==> src/rtl/weight_load_issuer_pkg.sv <==
// Shared weight-load definitions: FSM encoding, block word counts and the bit layout
// of the encoded weight-buffer write address.
package weight_load_issuer_pkg;

    typedef enum logic [1:0] {
        IDLE  = 2'd0,
        FETCH = 2'd1,
        LAST  = 2'd2
    } issuer_state_t;

    localparam int KERNEL_OFFSETS = 9;
    localparam int WORDS_1X1      = 16;
    localparam int WORDS_3X3      = 144;

    localparam int WADDR_IS1X1_BIT   = 31;
    localparam int WADDR_OUT_CH_MSB  = 30;
    localparam int WADDR_OUT_CH_LSB  = 23;
    localparam int WADDR_OFFSET_MSB  = 9;
    localparam int WADDR_OFFSET_LSB  = 6;
    localparam int WADDR_IN_CH_MSB   = 3;
    localparam int WADDR_IN_CH_LSB   = 0;

endpackage

==> src/rtl/weight_addr_pack.sv <==
// Packs kernel type, output channel, kernel offset and input channel into the
// 32-bit weight-buffer write address; every unlisted bit is zero.
module weight_addr_pack
    import weight_load_issuer_pkg::*;
(
    input  logic        is1x1,
    input  logic [7:0]  out_ch,
    input  logic [3:0]  offset,
    input  logic [3:0]  in_ch,
    output logic [31:0] waddr
);

    always_comb begin
        // NOTE: assign the whole word first so the unused fields read 0 and no latch can be inferred.
        waddr = '0;
        waddr[WADDR_IS1X1_BIT]                    = is1x1;
        waddr[WADDR_OUT_CH_MSB:WADDR_OUT_CH_LSB] = out_ch;
        waddr[WADDR_OFFSET_MSB:WADDR_OFFSET_LSB] = is1x1 ? 4'd0 : offset;
        waddr[WADDR_IN_CH_MSB:WADDR_IN_CH_LSB]   = in_ch;
    end

endmodule

==> src/rtl/weight_load_issuer.sv <==
// Weight-load issuer: streams one kernel block (16 or 144 words) from weight SRAM into
// the weight buffer, one write per granted read, address and data cycle-aligned.
module weight_load_issuer
    import weight_load_issuer_pkg::*;
#(
    parameter int MEM_AW = 16,
    parameter int IN_CH  = 16
) (
    input  logic              clk,
    input  logic              rst_n,
    input  logic              cmd_valid,
    output logic              cmd_ready,
    input  logic              cmd_is1x1,
    input  logic [7:0]        cmd_out_ch,
    input  logic [MEM_AW-1:0] cmd_src_addr,
    output logic              mem_req,
    output logic [MEM_AW-1:0] mem_addr,
    input  logic              mem_gnt,
    input  logic [31:0]       mem_rdata,
    output logic [31:0]       weight_waddr,
    output logic [31:0]       weight_wdata,
    output logic              weight_wen,
    output logic              busy,
    output logic              done
);

    localparam int IDX_W = $clog2(KERNEL_OFFSETS * IN_CH);
    localparam int CH_W  = $clog2(IN_CH);

    issuer_state_t     state;
    logic              is1x1_q;
    logic [7:0]        out_ch_q;
    logic [MEM_AW-1:0] src_q;
    logic [IDX_W-1:0]  idx;
    logic [IDX_W-1:0]  last_idx;
    logic [3:0]        offset;
    logic [3:0]        in_ch;
    logic [31:0]       waddr_next;
    logic [31:0]       waddr_q;
    logic              wen_q;

    // Word index runs offset-major: upper bits select the kernel offset, lower bits the input channel.
    assign offset   = 4'(idx >> CH_W);
    assign in_ch    = 4'(idx);
    assign last_idx = is1x1_q ? IDX_W'(WORDS_1X1 - 1) : IDX_W'(WORDS_3X3 - 1);

    weight_addr_pack u_pack (
        .is1x1  (is1x1_q),
        .out_ch (out_ch_q),
        .offset (offset),
        .in_ch  (in_ch),
        .waddr  (waddr_next)
    );

    // NOTE: all state below uses non-blocking assignments so every register samples pre-edge values.
    always_ff @(posedge clk or negedge rst_n) begin
        if (!rst_n) begin
            state    <= IDLE;
            is1x1_q  <= 1'b0;
            out_ch_q <= '0;
            src_q    <= '0;
            idx      <= '0;
            wen_q    <= 1'b0;
            waddr_q  <= '0;
        end else begin
            wen_q   <= 1'b0;
            waddr_q <= '0;
            case (state)
                IDLE: begin
                    if (cmd_valid) begin
                        is1x1_q  <= cmd_is1x1;
                        out_ch_q <= cmd_out_ch;
                        src_q    <= cmd_src_addr;
                        idx      <= '0;
                        state    <= FETCH;
                    end
                end
                FETCH: begin
                    if (mem_gnt) begin
                        // Capture the address with the grant; the data arrives next cycle.
                        wen_q   <= 1'b1;
                        waddr_q <= waddr_next;
                        if (idx == last_idx) begin
                            state <= LAST;
                        end else begin
                            idx <= idx + IDX_W'(1);
                        end
                    end
                end
                LAST:    state <= IDLE;
                default: state <= IDLE;
            endcase
        end
    end

    // Gated by rst_n so the handshake reads not-ready for the whole reset interval.
    assign cmd_ready    = rst_n && (state == IDLE);
    assign mem_req      = (state == FETCH);
    assign mem_addr     = (state == FETCH) ? src_q + MEM_AW'(idx) : '0;
    assign busy         = (state == FETCH);
    assign done         = (state == LAST);
    assign weight_wen   = wen_q;
    assign weight_waddr = waddr_q;
    assign weight_wdata = wen_q ? mem_rdata : '0;

endmodule

==> config.mk <==
export PLATFORM = sky130hd
export DESIGN_NAME = weight_load_issuer
export DESIGN_NICKNAME = d
export VERILOG_FILES = /design/src/rtl/weight_load_issuer_pkg.sv /design/src/rtl/weight_addr_pack.sv /design/src/rtl/weight_load_issuer.sv
export SDC_FILE = /design/constraint.sdc
export NUM_CORES = 1
export LEC_CHECK = 0
export BUFFER_PORTS_ARGS = -buffer_cell sky130_fd_sc_hd__buf_2
export CAP_MARGIN = 20
export CORE_ASPECT_RATIO = 1.25
export CORE_MARGIN = 5
export CORE_UTILIZATION = 46
export DETAILED_ROUTE_END_ITERATION = 12
export HOLD_SLACK_MARGIN = 0.15
export PLACE_DENSITY = 0.84
export REMOVE_ABC_BUFFERS = 1
export SYNTH_ARGS = -nofsm -noshare
export SYNTH_HDL_FRONTEND = slang
export SYNTH_SLANG_ARGS = --single-unit
==> constraint.sdc <==
create_clock -name clk -period 3.1 [get_ports clk]
set_input_delay 0.465 -clock clk [delete_from_list [all_inputs] [get_ports clk]]
set_output_delay 0.465 -clock clk [all_outputs]
set_load 0.05 [all_outputs]
Yosys cells after proc, flatten, opt, wreduce, memory -nomap -nowiden
Index checks and enable logic that the tools add are counted.
{"block": "word_totals", "reg_bits": 68, "output_inout_bits": 85, "word_cells": 38}
{"block": "classes", "addsub": 2, "n_eq_ne": 7, "muxes": 16, "reduce_logical": 6}
{"operator": "$mux W32", "n": 3}
{"operator": "$mux W8", "n": 4}
{"operator": "$add A16 B8 Y16", "n": 1}
{"operator": "$mux W16", "n": 1}
{"operator": "$pmux W8 S2", "n": 1}
{"operator": "$add A8 B1 Y8 const B", "n": 1}
{"operator": "$eq A8 B8 Y1", "n": 1}
{"operator": "$mux W2", "n": 3}
{"operator": "$ne A2 B2 Y1 const B", "n": 3}
{"operator": "$mux W4", "n": 1}
{"operator": "$pmux W2 S2", "n": 1}
{"operator": "$reduce_and A4 Y1", "n": 1}
{"operator": "$reduce_and A3 Y1", "n": 1}
{"operator": "$eq A2 B1 Y1 const B", "n": 1}
{"operator": "$eq A2 B2 Y1 const B", "n": 1}
{"operator": "$logic_not A2 Y1", "n": 1}
{"operator": "$mux W1", "n": 2}
{"operator": "$ne A2 B1 Y1 const B", "n": 1}
{"operator": "$reduce_and A2 Y1", "n": 1}
{"operator": "$reduce_bool A2 Y1", "n": 1}
{"operator": "$logic_and A1 B1 Y1", "n": 1}

Longest topological paths before layout
{"block": "depth", "word_depth": 5, "depth_mapped": 8, "ltp_nobuf": 8}

Hierarchy
A second synthesis with hierarchy kept.
{"block": "hier_totals", "hier_cells": 366, "hier_area_um2": 3724.8}
{"module": "weight_load_issuer", "instances": 1, "cells_each": 333, "area_per_inst_um2": 3485.8, "seq_area_each_um2": 1701.6}
{"module": "weight_addr_pack", "instances": 1, "cells_each": 33, "area_per_inst_um2": 239.0, "seq_area_each_um2": 0.0}

Worst setup path after synthesis
No wires, ideal clock.
{"block": "synth_path", "kind": "flip-flop to output port", "from": "register idx[0]", "to": "output mem_addr[10]", "t_arrival_ns": 2.590, "required_time_ns": 2.635, "setup_slack_ns": 0.045, "stages_incl_launch_ff": 9, "path_cell_list": "dfrtp_1 ha_1 inv_1 fa_1 nor2b_1 o21bai_1 o2bb2ai_1 or3_1 a21oi_1"}
{"block": "synth_via", "elab_chain_cells": 2}
{"item": "start, declared", "line": "weight_load_issuer.sv:34", "rtl": "logic [IDX_W-1:0] idx;"}
{"item": "start signal, assigned", "line": "weight_load_issuer.sv:86", "rtl": "idx <= idx + IDX_W'(1);"}
{"item": "$add A16 B8 Y16", "line": "weight_load_issuer.sv:99", "rtl": "assign mem_addr = (state == FETCH) ? src_q + MEM_AW'(idx) : '0;"}
{"item": "$mux W16", "line": "weight_load_issuer.sv:99"}
{"item": "end, declared", "line": "weight_load_issuer.sv:17", "rtl": "output logic [MEM_AW-1:0] mem_addr,"}
No other way between the ends.

Final worst setup path
Same ends and word-level chain as after synthesis.

==> results.ini <==
[synthesis]
yosys-top-cells-area = dfrtp_1 46%, mux2_2 9.0%, and2_1 7.4%, ha_1 4.3%, buf_4 4.2%
synth_top_cell_area_share_pct = 45.9
synthMostInstantiatedCell = dfrtp_1
synth_edf_count = 0
ys_warn_count = 0
ys_seq_elements = 53
synth_common_cells = 53 x dfrtp_1, 34 x and2_1, 23 x mux2_2
yosys.area.top_type = dfrtp_1
ys.flop_type = dfrtp_1
synth_area_mm2 = 0.00289
synth.distinct_cells = 40
synthArstFlopShare_pct = 100
syn_inst = 281
avgSynthCellArea_um2 = 10.3
yosysSeqAreaShare_pct = 45.9

[pwr]
switching_share_pct = 54.3
comb_power_share_pct = 62.9
power_switching_mw = 2.38
power_leakage_nw = 1.97
p_int_mw = 2.00
seqPwrFrac_pct = 26.3
peakVddDrop_mv = 1.71
cellPowerDensity_mw_per_mm2 = 1180
p_clk_share_pct = 10.8

[timing]
worst-slew-pin-transition_ns = 0.697
fmax_ghz = 0.336
tns_ns = 0
skew_ns = 0.00660
period_needed_ns = 2.98
slew_headroom_pct = 53.6
period_share_pct = 96.1
setup_violations = 0
hold_viol_final = 0
maxSlewViolCount = 0

[floorplan]
core_mm2 = 0.00617
rows = 32
fp.dieArea_mm2 = 0.00798
die_h_um = 98.6
io_pins = 146
initial_core_util_pct = 46.9
die_w_um = 80.9

[drt]
drt_iter0_drc = 85
routed_wl_um = 7800
wl_per_cell_um = 15.7
drc = 0
firstDrtPassIters = 4
antenna_left = 0
vias = 2432
via_per_inst = 4.90

[global_route]
antenna_found_initial = 0
track_usage_pct = 19.4
grt_pass1_vias = 2545
grt_max_degree = 54
grt.overflow.total = 0
grt_pass1_wl_um = 12000

[clock_tree]
clk_latency_ns = 0.31
cts_tree = done
clk_path_buf_depth = 2
postCtsHoldBufs = 0
clock-sinks = 53
cts_root_buf = clkbuf_8
path_clk_slew_ns = 0.09
htree_levels = 2
cts-buffers-inserted = 5

[cells_and_area]
synthToLayoutAreaGrowth_pct = 29.0
n_antenna_cell = 0
drive_gt1_share_pct = 42.6
fillers = 546
layout.nets = 482
fin_area_mm2 = 0.00373
final_core_util_pct = 60.5

[min_path]
hp-class = primary input to asynchronous set/reset pin

[placed_design]
portBuffers = 130
gp_congestion = 0.881
postPlaceCellArea_mm2 = 0.00356
hpwl_um = 6100

[critical_path]
required_ns = 2.63
crit-reg2reg-capture = idx[3]
critPathArrivalTime_ns = 2.51
cp_slowest_cell = or3_1
path_max_fanout = 7
timing.rr.start = idx[0]
cp_cell_sequence = ha_1 > inv_1 > fa_1 > nor2b_2 > o21bai_1 > o2bb2ai_2 > or3_1 > a21oi_2 > buf_6
r2r_slack_ns = 1.23
crit_path_max_incr_delay_ns = 0.39
worst_setup_path_end_kind = output port
r2r_cells = 7
critPathKind = flip-flop to output port
worst_setup_path_start_kind = flip-flop

[run_status]
status = finished clean

[run]
cap_violations = 0

registers in the layout, indices dropped and copies added, names as in the netlist:
signal,cells
src_q,16
state,2
weight_wen,1
weight_waddr,17
is1x1_q,1
out_ch_q,8
idx,8
per-stage QoR:
stage                     hold slack, ns  setup WS (ns)  power (mW)  instances
final                              0.330          0.121        4.38        496
after global routing               0.354        -0.0173        4.64        496
after floorplan                    0.169         -0.726        3.22        269
after detailed placement           0.429          0.183        3.84        486
after CTS                          0.345         0.0200        4.35        494
after global placement             0.420          0.295        3.78        486
how the worst max path moves through the flow:
stage / cells after the start / slack [ns] / end / startpoint
floorplan: 4 / -0.73 / idx[3] / cmd_valid
detailed placement: 9 / 0.18 / mem_addr[10] / idx[0]
CTS: 9 / 0.02 / mem_addr[10] / idx[0]
global route: 9 / -0.02 / mem_addr[10] / src_q[0]
global placement: 9 / 0.29 / mem_addr[14] / idx[0]
finish: 9 / 0.12 / mem_addr[10] / idx[0]
area by class of cell:
type                            count  area, um2  share of cell area (%)
Clock inverter                      2       38.8                    1.04
Sequential cell                    53       1330                    35.6
Tap cell                           85        106                    2.85
Timing Repair Buffer              134        702                    18.8
Inverter                            9       33.8                   0.906
Multi-Input combinational cell    207       1450                    38.8
Clock buffer                        6       72.6                    1.95
what timing repair did:
item / CTS / global route
buffers inserted: 0 / 2
resized for setup: 6 / 9
pin swaps: 0 / 1
endpoints found under the setup margin: 3 / 4
per-layer routing:
| layer | routed length (um) | vias to the layer above | GRT usage [%] |
|---|---|---|---|
| li1 | - | 1181 | - |
| met1 | 2840 | 1128 | 20.2 |
| met2 | 3800 | 117 | 34.6 |
| met3 | 1090 | 6 | 9.32 |
| met4 | 73 | 0 | 4.42 |
| met5 | 0 | - | 0 |
power by group through the flow:
stage               clock network [mW]  logic (mW)  registers, mW
floorplan                            0        1.89           1.33
global placement                     0        2.63           1.15
detailed placement                   0        2.67           1.17
CTS                              0.488        2.70           1.16
global route                     0.506        2.94           1.20
finish                           0.472        2.76           1.15
layout by cell type, fill, tap and decap left out, types with 2 or more instances in the layout:
| cell type | netlist | final |
|---|---|---|
| ha_1 | 10 | 10 |
| conb_1 | 1 | 15 |
| a21o_1 | 3 | 3 |
| dfrtp_2 | 0 | 2 |
| mux2_2 | 23 | 23 |
| dfrtp_1 | 53 | 51 |
| nor3_1 | 6 | 6 |
| xor2_1 | 5 | 5 |
| a21oi_1 | 10 | 7 |
| nand2_1 | 10 | 10 |
| or3_1 | 3 | 3 |
| nand4_1 | 3 | 3 |
| o21ai_1 | 2 | 2 |
| inv_1 | 9 | 9 |
| o21a_1 | 2 | 2 |
| and3_1 | 18 | 18 |
| o21ai_0 | 7 | 7 |
| buf_4 | 16 | 5 |
| nor3b_1 | 3 | 2 |
| nor2_1 | 22 | 22 |
| clkbuf_8 | 0 | 5 |
| nand3_1 | 4 | 4 |
| a21oi_2 | 0 | 3 |
| buf_2 | 3 | 126 |
| xnor2_1 | 10 | 10 |
| and2_1 | 34 | 34 |
| buf_6 | 0 | 3 |
critical path: cells and delay by family (launching register included):
family	cells	cell delay (ns)
buf+inv	2	0.25
simple gates	2	0.56
compound gates	3	0.48
flops	1	0.37
fa+ha+maj	2	0.54
cells by family after synthesis:
family / Yosys count / share of synthesized area [%]
flops: 53 / 45.9
simple gates: 111 / 21.3
fa+ha+maj: 11 / 5.02
buf+inv: 35 / 6.75
mux: 23 / 8.96
other cells: 1 / 0.130
xor+xnor: 15 / 4.55
compound gates: 32 / 7.36
Note: power is estimated with default switching activity, not from simulation.
